===== src/rtl/branch_resolve_ctrl_pkg.sv =====
// Shared types and constants for the branch resolution controller.
package branch_resolve_ctrl_pkg;

  typedef enum logic [1:0] {
    ST_IDLE     = 2'd0,
    ST_REDIRECT = 2'd1,
    ST_RECOVER  = 2'd2
  } state_e;

  localparam logic [6:0] BRANCH_EQ = 7'b1100011;
  localparam int         INSN_SIZE = 4;

endpackage


===== src/rtl/branch_resolve_ctrl_if.sv =====
// Fetch/decode-side signal bundle of the branch resolution controller.
interface branch_resolve_ctrl_if #(
  parameter int PC_W   = 64,
  parameter int N_BITS = 2
);
  logic              if_valid;
  logic [PC_W-1:0]   if_pc;
  logic              pred_taken;
  logic [PC_W-1:0]   pred_target;
  logic              id_stall;
  logic              id_is_branch;
  logic              id_zero_flag;
  logic [PC_W-1:0]   id_target;
  logic              upd_en;
  logic [N_BITS-1:0] upd_idx;
  logic              upd_taken;
  logic              redirect_valid;
  logic [PC_W-1:0]   redirect_pc;
  logic              flush_if;
  logic              busy;

  modport master (
    output if_valid, if_pc, pred_taken, pred_target,
           id_stall, id_is_branch, id_zero_flag, id_target,
    input  upd_en, upd_idx, upd_taken, redirect_valid, redirect_pc, flush_if, busy
  );

  modport slave (
    input  if_valid, if_pc, pred_taken, pred_target,
           id_stall, id_is_branch, id_zero_flag, id_target,
    output upd_en, upd_idx, upd_taken, redirect_valid, redirect_pc, flush_if, busy
  );
endinterface


===== src/rtl/branch_resolve_ctrl_sat_counter.sv =====
// Saturating up-counter with synchronous clear, used for branch statistics.
module sat_counter #(
  parameter int W = 32
) (
  input  logic         clk,
  input  logic         arst_n,
  input  logic         inc,
  input  logic         clr,
  output logic [W-1:0] count
);

  always_ff @(posedge clk or negedge arst_n) begin
    if (!arst_n)                  count <= '0;
    else if (clr)                 count <= '0;
    else if (inc && (count != '1)) count <= count + W'(1);
  end

endmodule


===== src/rtl/branch_resolve_ctrl.sv =====
// Resolves branch predictions in ID, redirects fetch and trains the predictor.
// Optional statistics counters are enabled with macro BRANCH_STATS_EN.
module branch_resolve_ctrl
  import branch_resolve_ctrl_pkg::*;
#(
  parameter int PC_W   = 64,
  parameter int N_REG  = 4,
  parameter int STAT_W = 32
) (
  input  logic                 clk,
  input  logic                 arst_n,
  branch_resolve_ctrl_if.slave bus
`ifdef BRANCH_STATS_EN
  ,
  output logic [STAT_W-1:0]    stat_branches,
  output logic [STAT_W-1:0]    stat_mispredicts
`endif
);

  localparam int N_BITS = (N_REG > 1) ? $clog2(N_REG) : 1;

  if (STAT_W < 1) begin : g_bad_stat_w
    $error("STAT_W must be at least 1");
  end

  state_e            state, state_nxt;
  logic              trk_valid, trk_pred_taken;
  logic [PC_W-1:0]   trk_pc, trk_target;
  logic [PC_W-1:0]   seq_pc, correct_pc;
  logic              resolve, mispredict, redirect_req, upd_req;
  logic              upd_en_q, upd_taken_q;
  logic [N_BITS-1:0] upd_idx_q;
  logic [PC_W-1:0]   redirect_pc_q;
  logic              in_redirect;

  assign seq_pc      = trk_pc + PC_W'(INSN_SIZE);
  assign in_redirect = (state == ST_REDIRECT);

  // NOTE: every output of a combinational block gets a default first so no path leaves it unassigned (no latch).
  always_comb begin
    mispredict = 1'b0;
    correct_pc = seq_pc;
    if (bus.id_is_branch) begin
      if (bus.id_zero_flag && (!trk_pred_taken || (trk_target != bus.id_target))) begin
        mispredict = 1'b1;
        correct_pc = bus.id_target;
      end else if (!bus.id_zero_flag && trk_pred_taken) begin
        mispredict = 1'b1;
      end
    end else if (trk_pred_taken) begin
      mispredict = 1'b1;  // aliased entry predicted a non-branch as taken
    end
  end

  assign resolve      = trk_valid && !bus.id_stall && (state == ST_IDLE);
  assign redirect_req = resolve && mispredict;
  assign upd_req      = resolve && bus.id_is_branch;

  always_comb begin
    state_nxt = state;
    unique case (state)
      ST_IDLE:     if (redirect_req) state_nxt = ST_REDIRECT;
      ST_REDIRECT: if (!bus.id_stall) state_nxt = ST_RECOVER;
      ST_RECOVER:  state_nxt = ST_IDLE;
      default:     state_nxt = ST_IDLE;
    endcase
  end

  // NOTE: state elements use non-blocking assignments so all registers update from pre-edge values.
  always_ff @(posedge clk or negedge arst_n) begin
    if (!arst_n) state <= ST_IDLE;
    else         state <= state_nxt;
  end

  // The slot captured while flushing is the wrong-path instruction, so it
  // enters ID invalid and RECOVER never resolves it.
  // NOTE: the tracking datapath is reset too, not just its valid bit, so a reset leaves no stale PC visible.
  always_ff @(posedge clk or negedge arst_n) begin
    if (!arst_n) begin
      trk_valid      <= 1'b0;
      trk_pc         <= '0;
      trk_pred_taken <= 1'b0;
      trk_target     <= '0;
    end else if (!bus.id_stall) begin
      trk_valid      <= bus.if_valid && !in_redirect;
      trk_pc         <= bus.if_pc;
      trk_pred_taken <= bus.pred_taken;
      trk_target     <= bus.pred_target;
    end
  end

  always_ff @(posedge clk or negedge arst_n) begin
    if (!arst_n) begin
      upd_en_q      <= 1'b0;
      upd_idx_q     <= '0;
      upd_taken_q   <= 1'b0;
      redirect_pc_q <= '0;
    end else begin
      upd_en_q <= upd_req;
      if (upd_req) begin
        upd_idx_q   <= trk_pc[2*N_BITS-1:N_BITS];
        upd_taken_q <= bus.id_zero_flag;
      end
      if (redirect_req) redirect_pc_q <= correct_pc;
    end
  end

  assign bus.upd_en         = upd_en_q;
  assign bus.upd_idx        = upd_idx_q;
  assign bus.upd_taken      = upd_taken_q;
  assign bus.redirect_valid = in_redirect;
  assign bus.redirect_pc    = redirect_pc_q;
  assign bus.flush_if       = in_redirect;
  assign bus.busy           = (state != ST_IDLE);

`ifdef BRANCH_STATS_EN
  sat_counter #(.W(STAT_W)) u_stat_branches (
    .clk    (clk),
    .arst_n (arst_n),
    .inc    (upd_req),
    .clr    (1'b0),
    .count  (stat_branches)
  );

  sat_counter #(.W(STAT_W)) u_stat_mispredicts (
    .clk    (clk),
    .arst_n (arst_n),
    .inc    (redirect_req),
    .clr    (1'b0),
    .count  (stat_mispredicts)
  );
`endif

endmodule


===== src/flat_wrapper.sv =====
// flat-port wrapper written by rule: the top's interface ports become plain ports
module branch_resolve_ctrl_flat import branch_resolve_ctrl_pkg::*;
#(
  parameter int PC_W   = 64,
  parameter int N_REG  = 4,
  parameter int STAT_W = 32
)
  (clk, arst_n, bus_if_valid, bus_if_pc, bus_pred_taken, bus_pred_target, bus_id_stall, bus_id_is_branch, bus_id_zero_flag, bus_id_target, bus_upd_en, bus_upd_idx, bus_upd_taken, bus_redirect_valid, bus_redirect_pc, bus_flush_if, bus_busy);
  branch_resolve_ctrl_if #(.PC_W(PC_W), .N_BITS(2)) bus_i ();
  input  logic clk;
  input  logic arst_n;
  input wire logic [$bits(bus_i.if_valid)-1:0] bus_if_valid;
  input wire logic [$bits(bus_i.if_pc)-1:0] bus_if_pc;
  input wire logic [$bits(bus_i.pred_taken)-1:0] bus_pred_taken;
  input wire logic [$bits(bus_i.pred_target)-1:0] bus_pred_target;
  input wire logic [$bits(bus_i.id_stall)-1:0] bus_id_stall;
  input wire logic [$bits(bus_i.id_is_branch)-1:0] bus_id_is_branch;
  input wire logic [$bits(bus_i.id_zero_flag)-1:0] bus_id_zero_flag;
  input wire logic [$bits(bus_i.id_target)-1:0] bus_id_target;
  output wire logic [$bits(bus_i.upd_en)-1:0] bus_upd_en;
  output wire logic [$bits(bus_i.upd_idx)-1:0] bus_upd_idx;
  output wire logic [$bits(bus_i.upd_taken)-1:0] bus_upd_taken;
  output wire logic [$bits(bus_i.redirect_valid)-1:0] bus_redirect_valid;
  output wire logic [$bits(bus_i.redirect_pc)-1:0] bus_redirect_pc;
  output wire logic [$bits(bus_i.flush_if)-1:0] bus_flush_if;
  output wire logic [$bits(bus_i.busy)-1:0] bus_busy;
  assign bus_i.if_valid = bus_if_valid;
  assign bus_i.if_pc = bus_if_pc;
  assign bus_i.pred_taken = bus_pred_taken;
  assign bus_i.pred_target = bus_pred_target;
  assign bus_i.id_stall = bus_id_stall;
  assign bus_i.id_is_branch = bus_id_is_branch;
  assign bus_i.id_zero_flag = bus_id_zero_flag;
  assign bus_i.id_target = bus_id_target;
  assign bus_upd_en = bus_i.upd_en;
  assign bus_upd_idx = bus_i.upd_idx;
  assign bus_upd_taken = bus_i.upd_taken;
  assign bus_redirect_valid = bus_i.redirect_valid;
  assign bus_redirect_pc = bus_i.redirect_pc;
  assign bus_flush_if = bus_i.flush_if;
  assign bus_busy = bus_i.busy;
  branch_resolve_ctrl #(.PC_W(PC_W), .N_REG(N_REG), .STAT_W(STAT_W)) u_core (.clk(clk), .arst_n(arst_n), .bus(bus_i));
endmodule

===== config.mk =====
export PLATFORM = sky130hd
export DESIGN_NAME = branch_resolve_ctrl_flat
export DESIGN_NICKNAME = d
export VERILOG_FILES = /design/src/rtl/branch_resolve_ctrl_pkg.sv /design/src/rtl/branch_resolve_ctrl_if.sv /design/src/rtl/branch_resolve_ctrl_sat_counter.sv /design/src/rtl/branch_resolve_ctrl.sv /design/src/flat_wrapper.sv
export SDC_FILE = /design/constraint.sdc
export NUM_CORES = 1
export LEC_CHECK = 0
export CORE_ASPECT_RATIO = 0.5
export CORE_MARGIN = 2
export CORE_UTILIZATION = 53
export CTS_CLUSTER_DIAMETER = 200
export DETAILED_ROUTE_END_ITERATION = 16
export GPL_ROUTABILITY_DRIVEN = 0
export PLACE_DENSITY_LB_ADDON = 0.05
export SYNTH_ARGS = -nofsm -noshare
export SYNTH_HDL_FRONTEND = slang
export SYNTH_SLANG_ARGS = --single-unit

===== constraint.sdc =====
create_clock -name clk -period 5.8 [get_ports clk]
set_clock_uncertainty 0.1 [all_clocks]
set_input_delay 1.16 -clock clk [delete_from_list [all_inputs] [get_ports clk]]
set_output_delay 1.16 -clock clk [all_outputs]
set_load 0.05 [all_outputs]

==> out/qor.txt, run 1 <==
WL met2 -> 14300 um
Chip Height -> 103 um
Arr. time, crit path -> 4.05 ns
Core Footprint -> 19400 um2
min-delay worst type -> reg -> reg
initial core utilization -> 53.8%
WHS Path Cells -> 1
Buf+Inv Stages, Crit Path -> 3
status -> finished, final reports clean
Nets -> 1442
yosys warns -> 0
final period utilization -> 65.9%
port bufs -> 269
nature of the critical path endpoint -> flip-flop
Resize count post-CTS -> 0
Max Cap Violations -> 0
H-tree levels -> 4
placed cell area -> 13300 um2
Synth Cell Area -> 10500 um2
detailed router's first-iteration violation count -> 984
dpl ws -> 1.61 ns
cts hold-fix bufs -> 0
fraction of registers with async set/reset -> 100%
Finished Core Util -> 71.6%
CTS Buf Count -> 17
routed len/inst -> 22.7 um
wire length on met3 -> 3910 um
synth unique cells -> 44
CTS tree -> done
chip width -> 203 um
GR Util All Layers -> 32.6%
vias in the first global route -> 8443
Fmax -> 261 MHz
sequential cell area fraction in the yosys report -> 47.9%
FP Rows -> 36
area grow syn2layout -> 32.9%
EDFF count, synth -> 0
gr ovfl total -> 0
first-pass GRT wire length -> 50300 um
Clk pin slew, worst setup/hold paths -> 0.07 ns
Worst Tran Pin Value -> 1.12 ns
VDD IR-drop max -> 326 uV
Max Buffers Root-to-Sink -> 2
Filler Cells Inserted -> 1438
multi-input combinational cell area -> 4930 um2
Critical Path Max Stage Delay -> 0.56 ns
Finished Cell Area -> 13900 um2
Relative slew margins -> 25.5%
LEAKAGE -> 5.48 nW
Clk Latency, worst-skew pair -> 0.45 ns
number of synthesized register bits -> 200
Metal-1 WL -> 15600 um
Via-to-Cell Ratio -> 5.98
clock sinks -> 200
cells after synthesis -> 1005
Die Area -> 20900 um2
setup ws final -> 1.98 ns
Clock Tree Root -> clkbuf_16
setup violators final -> 0
post-route ant nets -> 0
DR vias -> 9101
largest net degree at the start of global routing -> 133
Post-Syn Nets -> 1205
CP top delay family -> compound AO/OA/AOI/OAI gates
Syn Area/Cell -> 10.4 um2
final number of hold-violating endpoints -> 0
highest metal used -> met4
TritonRoute pass-1 iters -> 7
FF/Latch Area -> 5000 um2
Residual DRC -> 0
crit path launch type -> input pin
fin. max-slew vios -> 0
unrepaired setup endpoints after global routing -> no
Post-Route WL -> 34500 um
critical path data required time -> 6.03 ns
Setup Crit Path Kind -> in -> reg
sum of negative setup slack -> 0 ns
setup bufs post-CTS -> 0
WP depth -> 8
minimum clock period -> 3.82 ns
worst path cell trace -> clkdlybuf4s50_1, inv_1, a2111oi_0, nand4_1, nor4_1, a21oi_4, buf_4, o221a_2
Reg2Reg Setup Slack -> 2.28 ns
initial antenna violation count -> 2
Power Dens Cells -> 369 nW/um2
Detail Placement HPWL -> 26300 um
slowest CP cell -> clkdlybuf4s50_1
share of layout cells above drive strength 1 -> 14.8%
critical path peak fanout -> 43
prevailing post-synth register cell -> dfrtp_1
I/O pin total -> 270
Worst R2R Path Depth -> 7
per-layer routing:
metal  global-route usage (%)  vias to the layer above
met5                        0                        -
met1                     49.0                     4489
li1                         -                     4089
met4                     8.09                        0
met2                     45.6                      473
met3                     10.2                       50
final timing paths:
kind | to | from
max | u_core.bus.redirect_pc[3] | bus_id_target[36]
min | u_core.trk_pc[0] | u_core.trk_pc[0]
max reg2reg | u_core.bus.redirect_pc[58] | u_core.trk_pc[2]
min reg2reg | u_core.trk_pc[0] | u_core.trk_pc[0]
max in group asynchronous | u_core.bus.redirect_pc[21] | arst_n
min in group asynchronous | u_core.trk_target[55] | arst_n
cells in the mapped netlist, types with 2 or more instances:
cell,count,share of area [%]
nor2b_1,12,0.72
nor3_1,29,1.4
nand2_1,74,2.7
nand2b_1,28,1.7
or4_4,2,0.22
o22ai_1,2,0.12
a21boi_0,7,0.50
nand4_1,42,2.5
or4_1,7,0.50
nand3_1,84,4.0
o221ai_1,62,5.2
o21ai_0,16,0.77
nor4_1,23,1.4
o21ai_1,4,0.19
mux2_2,131,14
o221a_2,3,0.32
o31a_1,2,0.17
buf_6,2,0.22
dfrtp_1,200,48
nor3b_1,5,0.36
inv_1,80,2.9
xor2_1,32,2.7
xnor2_1,50,4.2
and4_1,3,0.25
clkbuf_1,52,1.9
nor2_1,17,0.61
o21a_1,7,0.50
a2111oi_0,4,0.34
buf_1,4,0.14
and3_1,7,0.42
cells in the final DEF, fill, tap and decap left out, drive strengths merged, types with 10 or more instances in the layout:
cell / count
nand2: 74
nand2b: 28
nor4: 24
inv: 87
nand4: 43
xor2: 32
dfrtp: 200
buf: 10
o221ai: 62
nor2: 17
clkdlybuf4s50: 267
o21ai: 20
clkbuf: 19
nor2b: 12
xnor2: 50
nor3: 29
mux2: 131
nand3: 85
per-stage QoR:
stage / power (mW) / hold slack [ns] / instances
3_3_place_gp: 3.94 / 0.363 / 1489
5_1_grt: 5.31 / 0.435 / 1522
3_5_place_dp: 3.98 / 0.389 / 1489
4_1_cts: 5.13 / 0.405 / 1521
6_report: 5.13 / 0.407 / 1523
2_1_floorplan: 3.15 / 0.345 / 1005
flip-flops by register name (all words and copies together) (netlist names):
name,cells
u_core.bus.redirect_pc,64
u_core.trk_pc,64
u_core.trk_target,64
u_core.bus.upd_idx,2
u_core.state,2
u_core.bus.upd_en,1
u_core.bus.upd_taken,1
u_core.trk_pred_taken,1
u_core.trk_valid,1
cell families (layout without fill, tap and decap cells):
logic type / Yosys count / in the layout / share of synthesized area (%)
XOR/XNOR: 82 / 82 / 6.87
flip-flops: 200 / 200 / 47.9
adder cells (fa/ha/maj): 1 / 1 / 0.120
buffers and inverters: 140 / 390 / 5.22
AO/OA/AOI/OAI: 113 / 113 / 8.54
multiplexers: 131 / 131 / 14.1
AND/OR/NAND/NOR: 338 / 338 / 17.3
other: 0 / 2 / 0
where the power goes:
| part | switching (mW) | leakage, nW | internal [mW] |
|---|---|---|---|
| logic | 1.24 | 2.83 | 0.785 |
| clock network | 0.591 | 0.269 | 0.569 |
| registers | 0.243 | 2.38 | 1.69 |
| total | 2.08 | 5.48 | 3.05 |
layout make-up:
type                            count  share of cell area, %
Timing Repair Buffer              278                   19.9
Sequential cell                   200                   36.0
Clock inverter                     14                  0.955
Inverter                           80                   2.16
Clock buffer                       18                   3.09
Multi-Input combinational cell    665                   35.5
Antenna cell                        2                 0.0360
Tap cell                          266                   2.40
worst register-to-register path: cells and delay by family (launching register included):
kind,cells,cell delay [ns]
AO/OA/AOI/OAI,3,0.79
adder cells (fa/ha/maj),1,0.32
flip-flops,1,0.51
AND/OR/NAND/NOR,3,1.64
Power figures use the tool's default switching activity.
==> run 2: changes to the inputs <==
--- a/config.mk
+++ b/config.mk
@@ -7,7 +7,7 @@
 export LEC_CHECK = 0
 export CORE_ASPECT_RATIO = 0.5
 export CORE_MARGIN = 2
-export CORE_UTILIZATION = 53
+export CORE_UTILIZATION = 50
 export CTS_CLUSTER_DIAMETER = 200
 export DETAILED_ROUTE_END_ITERATION = 16
 export GPL_ROUTABILITY_DRIVEN = 0
==> constraint.sdc (replaced) <==
create_clock -name clk -period 3.7 [get_ports clk]
set_clock_uncertainty 0.1 [all_clocks]
set_input_delay 0.74 -clock clk [delete_from_list [all_inputs] [get_ports clk]]
set_output_delay 0.74 -clock clk [all_outputs]
set_load 0.05 [all_outputs]
==> run 2 against run 1 <==
Compared with the run above: first-iteration DRC count up 20%; design area up 1.9%; register-to-register slack worse by 1.8 ns; routed wire length up 4.3%; sequential cell count unchanged; worst setup slack worse by 1.5 ns; final cell count up 0.98%; hold slack worse by 0.16 ns; largest cell class unchanged; largest power group unchanged; highest routed layer is now met5.
==> out/qor.txt, run 2 (synthesized netlist as in run 1, its figures left out) <==
Finished Cell Area -> 14200 um2 (was 13900 um2)
Resize count post-CTS -> 0 (unchanged)
clock sinks -> 200 (unchanged)
CTS Buf Count -> 17 (unchanged)
CTS tree -> done (unchanged)
FF/Latch Area -> 5000 um2 (unchanged)
vias in the first global route -> 8689 (was 8443)
min-delay worst type -> in -> async (was reg -> reg)
Detail Placement HPWL -> 27200 um (was 26300 um)
initial antenna violation count -> 5 (was 2)
share of layout cells above drive strength 1 -> 15.3% (was 14.8%)
commonest cells after routing, fill and taps aside -> 267 x clkdlybuf4s50_1, 200 x dfrtp_1, 131 x mux2_2 (unchanged)
placed cell area -> 13500 um2 (was 13300 um2)
post-route ant nets -> 0 (unchanged)
Filler Cells Inserted -> 1585 (was 1438)
status -> finished, final reports clean (unchanged)
fin. max-slew vios -> 0 (unchanged)
sequential fraction of design power -> 36.1% (was 37.8%)
Clock Tree Root -> clkbuf_16 (unchanged)
multi-input combinational cell area -> 4930 um2 (unchanged)
gr ovfl total -> 0 (unchanged)
LEAKAGE -> 5.61 nW (was 5.48 nW)
Power Dens Cells -> 594 nW/um2 (was 369 nW/um2)
Clk Latency, worst-skew pair -> 0.45 ns (about the same)
VDD IR-drop max -> 329 uV (was 326 uV)
unrepaired setup endpoints after global routing -> no (unchanged)
Setup Crit Path Kind -> reg -> reg (was in -> reg)
most common cell after layout, fill and taps aside -> clkdlybuf4s50_1 (unchanged)
Residual DRC -> 0 (unchanged)
final number of hold-violating endpoints -> 0 (unchanged)
detailed router's first-iteration violation count -> 1185 (was 984)
I/O pin total -> 270 (unchanged)
Max Cap Violations -> 0 (unchanged)
minimum clock period -> 3.19 ns
cts hold-fix bufs -> 0 (unchanged)
area grow syn2layout -> 35.5% (was 32.9%)
Fmax -> 313 MHz
largest net degree at the start of global routing -> 134 (was 133)
Via-to-Cell Ratio -> 5.91 (was 5.98)
combinational cell fraction of total power -> 38.0% (was 39.6%)
Chip Height -> 106 um (was 103 um)
Int Pwr -> 5.24 mW (was 3.05 mW)
Core Footprint -> 20500 um2 (was 19400 um2)
Overall Power -> 8.41 mW (was 5.13 mW)
FP Rows -> 37 (was 36)
Post-Route WL -> 36000 um (was 34500 um)
Worst Tran Pin Value -> 0.926 ns (was 1.12 ns)
TritonRoute pass-1 iters -> 7 (unchanged)
chip width -> 208 um (was 203 um)
initial core utilization -> 51.0% (was 53.8%)
Clk pin slew, worst setup/hold paths -> 0.07 ns (about the same)
crit path launch type -> flip-flop (was input pin)
DR vias -> 9093 (was 9101)
final period utilization -> 86.3%
GR Util All Layers -> 33.1% (was 32.6%)
Arr. time, crit path -> 3.40 ns (was 4.05 ns)
sw frac -> 37.7% (was 40.5%)
Die Area -> 22100 um2 (was 20900 um2)
setup violators final -> 0 (unchanged)
routed len/inst -> 23.4 um (was 22.7 um)
Max Buffers Root-to-Sink -> 2 (unchanged)
setup bufs post-CTS -> 0 (unchanged)
Nets -> 1452 (was 1442)
sw power -> 3.17 mW (was 2.08 mW)
nature of the critical path endpoint -> flip-flop (unchanged)
first-pass GRT wire length -> 53500 um (was 50300 um)
critical path data required time -> 3.91 ns (was 6.03 ns)
sum of negative setup slack -> 0 ns (unchanged)
port bufs -> 269 (unchanged)
clock network power share -> 25.9% (was 22.6%)
critical path peak fanout -> 19 (was 43)
H-tree levels -> 4 (unchanged)
Relative slew margins -> 37.7% (was 25.5%)
[run 2: cell types whose count changed in the layout (fill, tap and decap cells not counted), sizes merged, moves of 2 or more]
| cell | change |
|---|---|
| inv | -7 |
| clkinv | -2 |
| buf | +10 |
| clkinvlp | -2 |
| bufinv | +7 |
[run 2: worst max-delay path, cell delays in order (launching register included)]
cell	delay, ns
dfrtp_1	0.45
nand4_1	0.25
or4_4	0.71
nor4_1	0.84
a21boi_0	0.19
o21ai_0	0.33
o221ai_1	0.17
[run 2: power by group through the flow]
stage | registers, mW | logic [mW] | clock network, mW
global route | 3.09 | 3.33 | 2.29
floorplan | 4.12 | 0.819 | 0
finish | 3.04 | 3.19 | 2.18
CTS | 3.03 | 3.20 | 2.19
global placement | 3.06 | 3.14 | 0
detailed placement | 3.07 | 3.19 | 0
[run 2: final cells by class]
class                      count  area share (%)
tap                          273            2.41
sequential                   200            35.3
clock inverter                10            1.59
antenna                        3          0.0530
multi-input combinational    665            34.8
clock buffer                  19            3.13
timing repair buffer         288            20.6
inverter                      80            2.12
[run 2: final timing paths]
path | start | end | slack, ns | cells after the start
max | u_core.trk_pc[12] | u_core.bus.redirect_pc[57] | 0.51 | 6
min | arst_n | u_core.trk_target[22] | 0.25 | 1
max reg2reg | u_core.trk_pc[12] | u_core.bus.redirect_pc[57] | 0.51 | 6
min reg2reg | u_core.trk_valid | u_core.trk_valid | 0.39 | 2
max in group asynchronous | arst_n | u_core.trk_pc[34] | 2.42 | 2
min in group clk | u_core.trk_valid | u_core.trk_valid | 0.39 | 2
[run 2: routing by layer]
metal  vias to the layer above  part of all wire, %  track usage, %
met4                         4                  1.3            7.40
met5                         -                0.075               0
met1                      4483                   45            49.3
met3                        43                   12            12.4
met2                       470                   41            45.1
li1                       4093                    -               -
[run 2: stage by stage]
step / worst slack [ns] / util [%] / instances / hold WS, ns
2_1_floorplan: 1.00 / - / 1005 / 0.344
3_3_place_gp: 0.349 / 65.8 / 1506 / 0.361
3_5_place_dp: 0.252 / 65.8 / 1506 / 0.377
4_1_cts: 0.616 / 69.0 / 1535 / 0.276
5_1_grt: 0.445 / 69.0 / 1535 / 0.313
6_report: 0.506 / 69.1 / 1538 / 0.246
